==> src/rtl/core_seq_ctrl.sv <==
// core_seq_ctrl: job sequencer beside mem_ctrl. Loads operands, then
// alternates transfer and process phases one batch at a time until the
// batch target or end-of-data is reached. It drives the memory controller
// condition bus and the processing-unit start/done handshake. A per-phase
// watchdog and a host abort both leave through a one-cycle halt code.
//
// state    | meaning
// ---------+--------------------------------------------------------------
// S_IDLE   | cond 000, waiting for start; latches length and batch target
// S_LOAD   | cond 100, operand store into RAM, waits for mc_done
// S_XFER   | cond 000, transfer phase, waits for mc_done then starts PU
// S_PROC   | cond 001, PU busy on one batch, waits for pu_done
// S_NEXT   | cond 010 for one cycle, advance to the next transfer
// S_FINISH | cond 000 for one cycle, job_done pulse
// S_HALT   | cond 010 for one cycle after timeout or abort, job_error set

module core_seq_ctrl #(
   parameter int TIMEOUT   = 255,
   parameter int MAX_BATCH = 15
) (
   input  logic       mc_clk,
   input  logic       mc_reset,
   input  logic       start,
   input  logic       abort,
   input  logic [5:0] job_length,
   input  logic [3:0] job_batches,
   input  logic       mc_done,
   input  logic       mc_data_done,
   input  logic       pu_done,
   output logic [2:0] mc_data_contition,
   output logic [5:0] mc_data_length,
   output logic       pu_start,
   output logic       busy,
   output logic       job_done,
   output logic       job_error,
   output logic [3:0] batch_cnt
);

   localparam logic [2:0] COND_IDLE  = 3'b000;
   localparam logic [2:0] COND_STORE = 3'b100;
   localparam logic [2:0] COND_HALT  = 3'b010;
   localparam logic [2:0] COND_PROC  = 3'b001;

   // The watchdog fires on the edge at which it would reach TIMEOUT, so a
   // stalled wait state is visible for exactly TIMEOUT cycles.
   localparam logic [7:0] WDOG_LAST = 8'(TIMEOUT - 1);
   localparam logic [3:0] BATCH_CAP = 4'(MAX_BATCH);

   typedef enum logic [2:0] {
      S_IDLE,
      S_LOAD,
      S_XFER,
      S_PROC,
      S_NEXT,
      S_FINISH,
      S_HALT
   } state_t;

   state_t     state;
   logic [3:0] target;
   logic [7:0] wdog;
   logic       eod;

   logic [3:0] batch_min;
   logic [3:0] batch_req;
   logic [3:0] cnt_inc;
   logic       wdog_hit;
   logic       eod_seen;
   logic       abort_ok;

   // Clamp the requested batch count, and precompute the decisions the FSM takes.
   always_comb begin
      batch_min = (job_batches > BATCH_CAP) ? BATCH_CAP : job_batches;
      batch_req = (batch_min == 4'd0) ? 4'd1 : batch_min;
      cnt_inc   = batch_cnt + 4'd1;
      wdog_hit  = (wdog == WDOG_LAST);
      // End-of-data counts even if it is first seen on the pu_done edge.
      eod_seen  = eod | mc_data_done;
      // A halt already in progress needs no second halt.
      abort_ok  = abort && (state != S_IDLE) && (state != S_HALT);
   end

   // Sequencer FSM with registered outputs, watchdog and sticky end-of-data flag.
   always_ff @(posedge mc_clk or posedge mc_reset) begin
      if (mc_reset) begin
         state             <= S_IDLE;
         mc_data_contition <= COND_IDLE;
         mc_data_length    <= 6'd0;
         pu_start          <= 1'b0;
         busy              <= 1'b0;
         job_done          <= 1'b0;
         job_error         <= 1'b0;
         batch_cnt         <= 4'd0;
         target            <= 4'd1;
         wdog              <= 8'd0;
         eod               <= 1'b0;
      end else begin
         pu_start <= 1'b0;
         job_done <= 1'b0;
         // Any branch that stays in a wait state overrides this with an increment;
         // every other branch is a state change and so clears the watchdog.
         wdog     <= 8'd0;

         if ((state == S_XFER || state == S_PROC || state == S_NEXT) && mc_data_done) begin
            eod <= 1'b1;
         end

         if (abort_ok) begin
            state             <= S_HALT;
            mc_data_contition <= COND_HALT;
            job_error         <= 1'b1;
         end else begin
            case (state)
               S_IDLE: begin
                  if (start) begin
                     state             <= S_LOAD;
                     mc_data_contition <= COND_STORE;
                     mc_data_length    <= job_length;
                     target            <= batch_req;
                     batch_cnt         <= 4'd0;
                     job_error         <= 1'b0;
                     eod               <= 1'b0;
                     busy              <= 1'b1;
                  end
               end

               S_LOAD: begin
                  if (mc_done) begin
                     state             <= S_XFER;
                     mc_data_contition <= COND_IDLE;
                  end else if (wdog_hit) begin
                     state             <= S_HALT;
                     mc_data_contition <= COND_HALT;
                     job_error         <= 1'b1;
                  end else begin
                     wdog <= wdog + 8'd1;
                  end
               end

               S_XFER: begin
                  if (mc_done) begin
                     state             <= S_PROC;
                     mc_data_contition <= COND_PROC;
                     pu_start          <= 1'b1;
                  end else if (wdog_hit) begin
                     state             <= S_HALT;
                     mc_data_contition <= COND_HALT;
                     job_error         <= 1'b1;
                  end else begin
                     wdog <= wdog + 8'd1;
                  end
               end

               S_PROC: begin
                  if (pu_done) begin
                     batch_cnt <= cnt_inc;
                     if (cnt_inc == target || eod_seen) begin
                        state             <= S_FINISH;
                        mc_data_contition <= COND_IDLE;
                        job_done          <= 1'b1;
                     end else begin
                        state             <= S_NEXT;
                        mc_data_contition <= COND_HALT;
                     end
                  end else if (wdog_hit) begin
                     state             <= S_HALT;
                     mc_data_contition <= COND_HALT;
                     job_error         <= 1'b1;
                  end else begin
                     wdog <= wdog + 8'd1;
                  end
               end

               S_NEXT: begin
                  state             <= S_XFER;
                  mc_data_contition <= COND_IDLE;
               end

               S_FINISH: begin
                  state             <= S_IDLE;
                  mc_data_contition <= COND_IDLE;
                  busy              <= 1'b0;
               end

               S_HALT: begin
                  state             <= S_IDLE;
                  mc_data_contition <= COND_IDLE;
                  busy              <= 1'b0;
               end

               default: begin
                  state             <= S_IDLE;
                  mc_data_contition <= COND_IDLE;
                  busy              <= 1'b0;
               end
            endcase
         end
      end
   end

endmodule
==> config.mk <==
export PLATFORM = sky130hd
export DESIGN_NAME = core_seq_ctrl
export DESIGN_NICKNAME = d
export VERILOG_FILES = /design/src/rtl/core_seq_ctrl.sv
export SDC_FILE = /design/constraint.sdc
export NUM_CORES = 1
export LEC_CHECK = 0
export ABC_CLOCK_PERIOD_IN_PS = 1970
export BUFFER_PORTS_ARGS = -buffer_cell sky130_fd_sc_hd__buf_2
export CAP_MARGIN = 0
export CORE_ASPECT_RATIO = 0.75
export CORE_MARGIN = 8
export CORE_UTILIZATION = 55
export DETAILED_ROUTE_END_ITERATION = 6
export PLACE_DENSITY_LB_ADDON = 0.15
export SKIP_CTS_REPAIR_TIMING = 1
export SLEW_MARGIN = 40
export SYNTH_ARGS = -nofsm -noshare
export SYNTH_HDL_FRONTEND = slang
export SYNTH_SLANG_ARGS = --single-unit
==> constraint.sdc <==
create_clock -name mc_clk -period 1.97 [get_ports mc_clk]
set_input_delay 0.4925 -clock mc_clk [delete_from_list [all_inputs] [get_ports mc_clk]]
set_output_delay 0.4925 -clock mc_clk [all_outputs]
set_load 0.1 [all_outputs]
==> impl_metrics.toml <==
[status]
status = "finished clean"

[yosys]
synth_fa_ha_area_frac = 0.02091
synth.top_cell.area_share = 0.4460
synth-main-ff-cell = "dfrtp_1"
synth_edf_count = 0
syn_area_um2 = 1795
synth_async_sr_flop_share = 1.000
synthSimpleGateAreaFrac = 0.2174
synthTopCellsByCount = "39 x nand2_1, 32 x dfrtp_1, 18 x nor2_1"
synth_xor_area_frac = 0.06620
synth.distinct_cells = 51
synth_top_family_by_area = "simple AND/OR/NAND/NOR gates"
synth_top_area_cell = "dfrtp_1"
syn_avg_cell_area_um2 = 9.114
synth-compound-area-share = 0.1631
synth_fp_nets = 217
synth_most_common_cell = "nand2_1"
synth_seq_area_share = 0.4606
yosysWarnings = 0
muxShareOfSynthArea = 0.01742
ys_ff_latch = 33
syn_inst = 197
ys_top_cells_by_area = "dfrtp_1 45%, nand2_1 8.2%, nor2_1 3.8%, xnor2_1 2.9%, a21oi_1 2.5%"

[timing]
rsz0062_at_grt = "false"
fin_crit_sh = 0.8793
fmax_mhz = 577.3
hold_viol = 0
skew_ps = 9.450
worst_slew_pin_slew_ps = 585.3
fin_crit_ps = 1732
relSlewSlack = 0.6093
setup_viol = 0
slew_viol_final = 0
setup-tns-final_ps = 0
holdWs_ps = 257.0

[cts]
cts_num_sinks = 33
clkTransAtPathRegs_ps = 70
htree_levels = 2
ctsLongestPathBuffers = 2
clock_latency_ps = 280
cts_tree = "yes"
cts-root-buf = "clkbuf_8"
cts_buffers = 5

[routing]
drt_wl_total_mm = 4.182
dr.first_iter.drc_count = 103
drcViolationCount = 0
antenna_left = 0
drt-pass1-iter-count = 4
wl_per_cell_um = 15.21
routed_via_density = 5.709
num_vias = 1570

[pwr]
p_per_area_nw_per_um2 = 1722
leakagePower_uw = 0.001033
comb_power_share = 0.523
clockPowerShare = 0.175
power_switching_uw = 1900
ir_drop_mv = 0.9438
p_int_uw = 1786
switching_share = 0.5154
design_power_total_uw = 3686
power_frac_seq = 0.302

[floorplanning]
ios = 34
chipHeight_um = 65.48
core-area_um2 = 3198
rows = 18
initial_utilization = 0.5614
dieArea_um2 = 5368
die-width_um = 81.98

[final_layout]
drive_above_1_share = 0.2426
nets = 254
antenna_cells = 0
area_growth_pct = 19.23

[setup_path]
setup.worst_path.end_class = "register"
setup.worst_path.start_class = "register"
r2r_start = "state[1]"
criticalPathCategory = "register to register"
cp.arrival_ps = 1930
startpoint = "state[1]"
path_max_fanout = 15
rrSetupSlack_ps = 240
worstReg2RegEnd = "wdog[2]"
cp.required_ps = 2170
rr_worst_depth = 4

[global_route]
grt_pass1_vias = 1502
grt_max_degree = 21
grt_pass1_wl_mm = 6.996
grt.total_usage = 0.1648
antenna_found_initial = 0
grt-ovfl-total = 0

[job]
cap_violations = 0

[place]
place.gp.congestion = 0.9785
dp_hpwl_mm = 3.144
portBuffers = 33

[hold_path]
min_path_type = "primary input to async pin"
[per-stage QoR]
| step | util | instances | instance area, µm² | setup WS, ps |
|---|---|---|---|---|
| finish | 0.6694 | 275 | 2141 | 237.7 |
| global route | 0.6694 | 275 | 2141 | 58.74 |
| CTS | 0.6694 | 275 | 2141 | 208.7 |
| detailed placement | 0.6330 | 267 | 2024 | 225.4 |
| global placement | 0.6330 | 267 | 2024 | 292.3 |
| floorplan | - | 197 | 1800 | 218.7 |
[worst max-delay path by stage]
stage	endpoint	slack [ps]	cells after the start
2_1_floorplan	job_done	220	5
3_3_place_gp	wdog[3]	290	4
3_5_place_dp	wdog[2]	230	4
4_1_cts	wdog[2]	210	4
5_1_grt	wdog[1]	60	4
6_report	wdog[2]	240	4
[routing by layer]
layer | up-vias | routed length (µm) | global-route usage
met3 | 5 | 311 | 0.04087
met5 | - | 0 | 0
met1 | 753 | 1869 | 0.2149
li1 | 764 | - | -
met2 | 48 | 1965 | 0.2625
met4 | 0 | 36 | 0.05022
[power by group through the flow]
stage | Combinational [µW] | Clock, µW | Sequential, µW
after floorplan | 766 | 0 | 1910
after global placement | 1900 | 0 | 1110
after detailed placement | 1930 | 0 | 1120
after CTS | 1930 | 656 | 1110
after global routing | 2050 | 683 | 1150
final | 1930 | 646 | 1110
[critical path: stages, from the launching register on]
cell and delay [ps]:
dfrtp_1 600, mux2_2 400, mux2i_1 250, nand4_2 240, nor2_1 160
[cells in the final DEF (no fill, tap or decap), types with 4 or more instances in the layout]
master,netlist,final
dfrtp_1,32,28
nand2_1,39,39
inv_1,10,10
nor2_1,18,18
xor2_1,5,5
o21ai_0,6,6
nand3_1,5,5
buf_2,3,33
dfrtp_2,0,4
a21oi_1,9,9
buf_4,0,6
clkbuf_8,0,6
xnor2_1,6,6
[cell type report]
cell class	instances	area, µm²
fill	271	1057
multi-input combinational	143	870.8
sequential	33	832.0
timing repair buffer	40	230.2
clock buffer	7	86.33
tap	40	50.05
inverter	11	41.29
clock inverter	1	30.03
[kinds of logic (layout without fill, tap and decap cells)]
family	Yosys count	after routing
simple gates	83	83
compound gates	42	42
flops	33	33
buf+inv	21	59
xor+xnor	12	12
fa+ha+maj	3	3
mux	3	3
[registers in the layout, indices dropped and copies added (netlist names)]
signal / count
wdog: 8
mc_data_length: 6
batch_cnt: 4
target: 4
mc_data_contition: 3
state: 3
busy: 1
eod: 1
job_done: 1
job_error: 1
pu_start: 1
No activity file was read; power rests on OpenSTA's default activity.
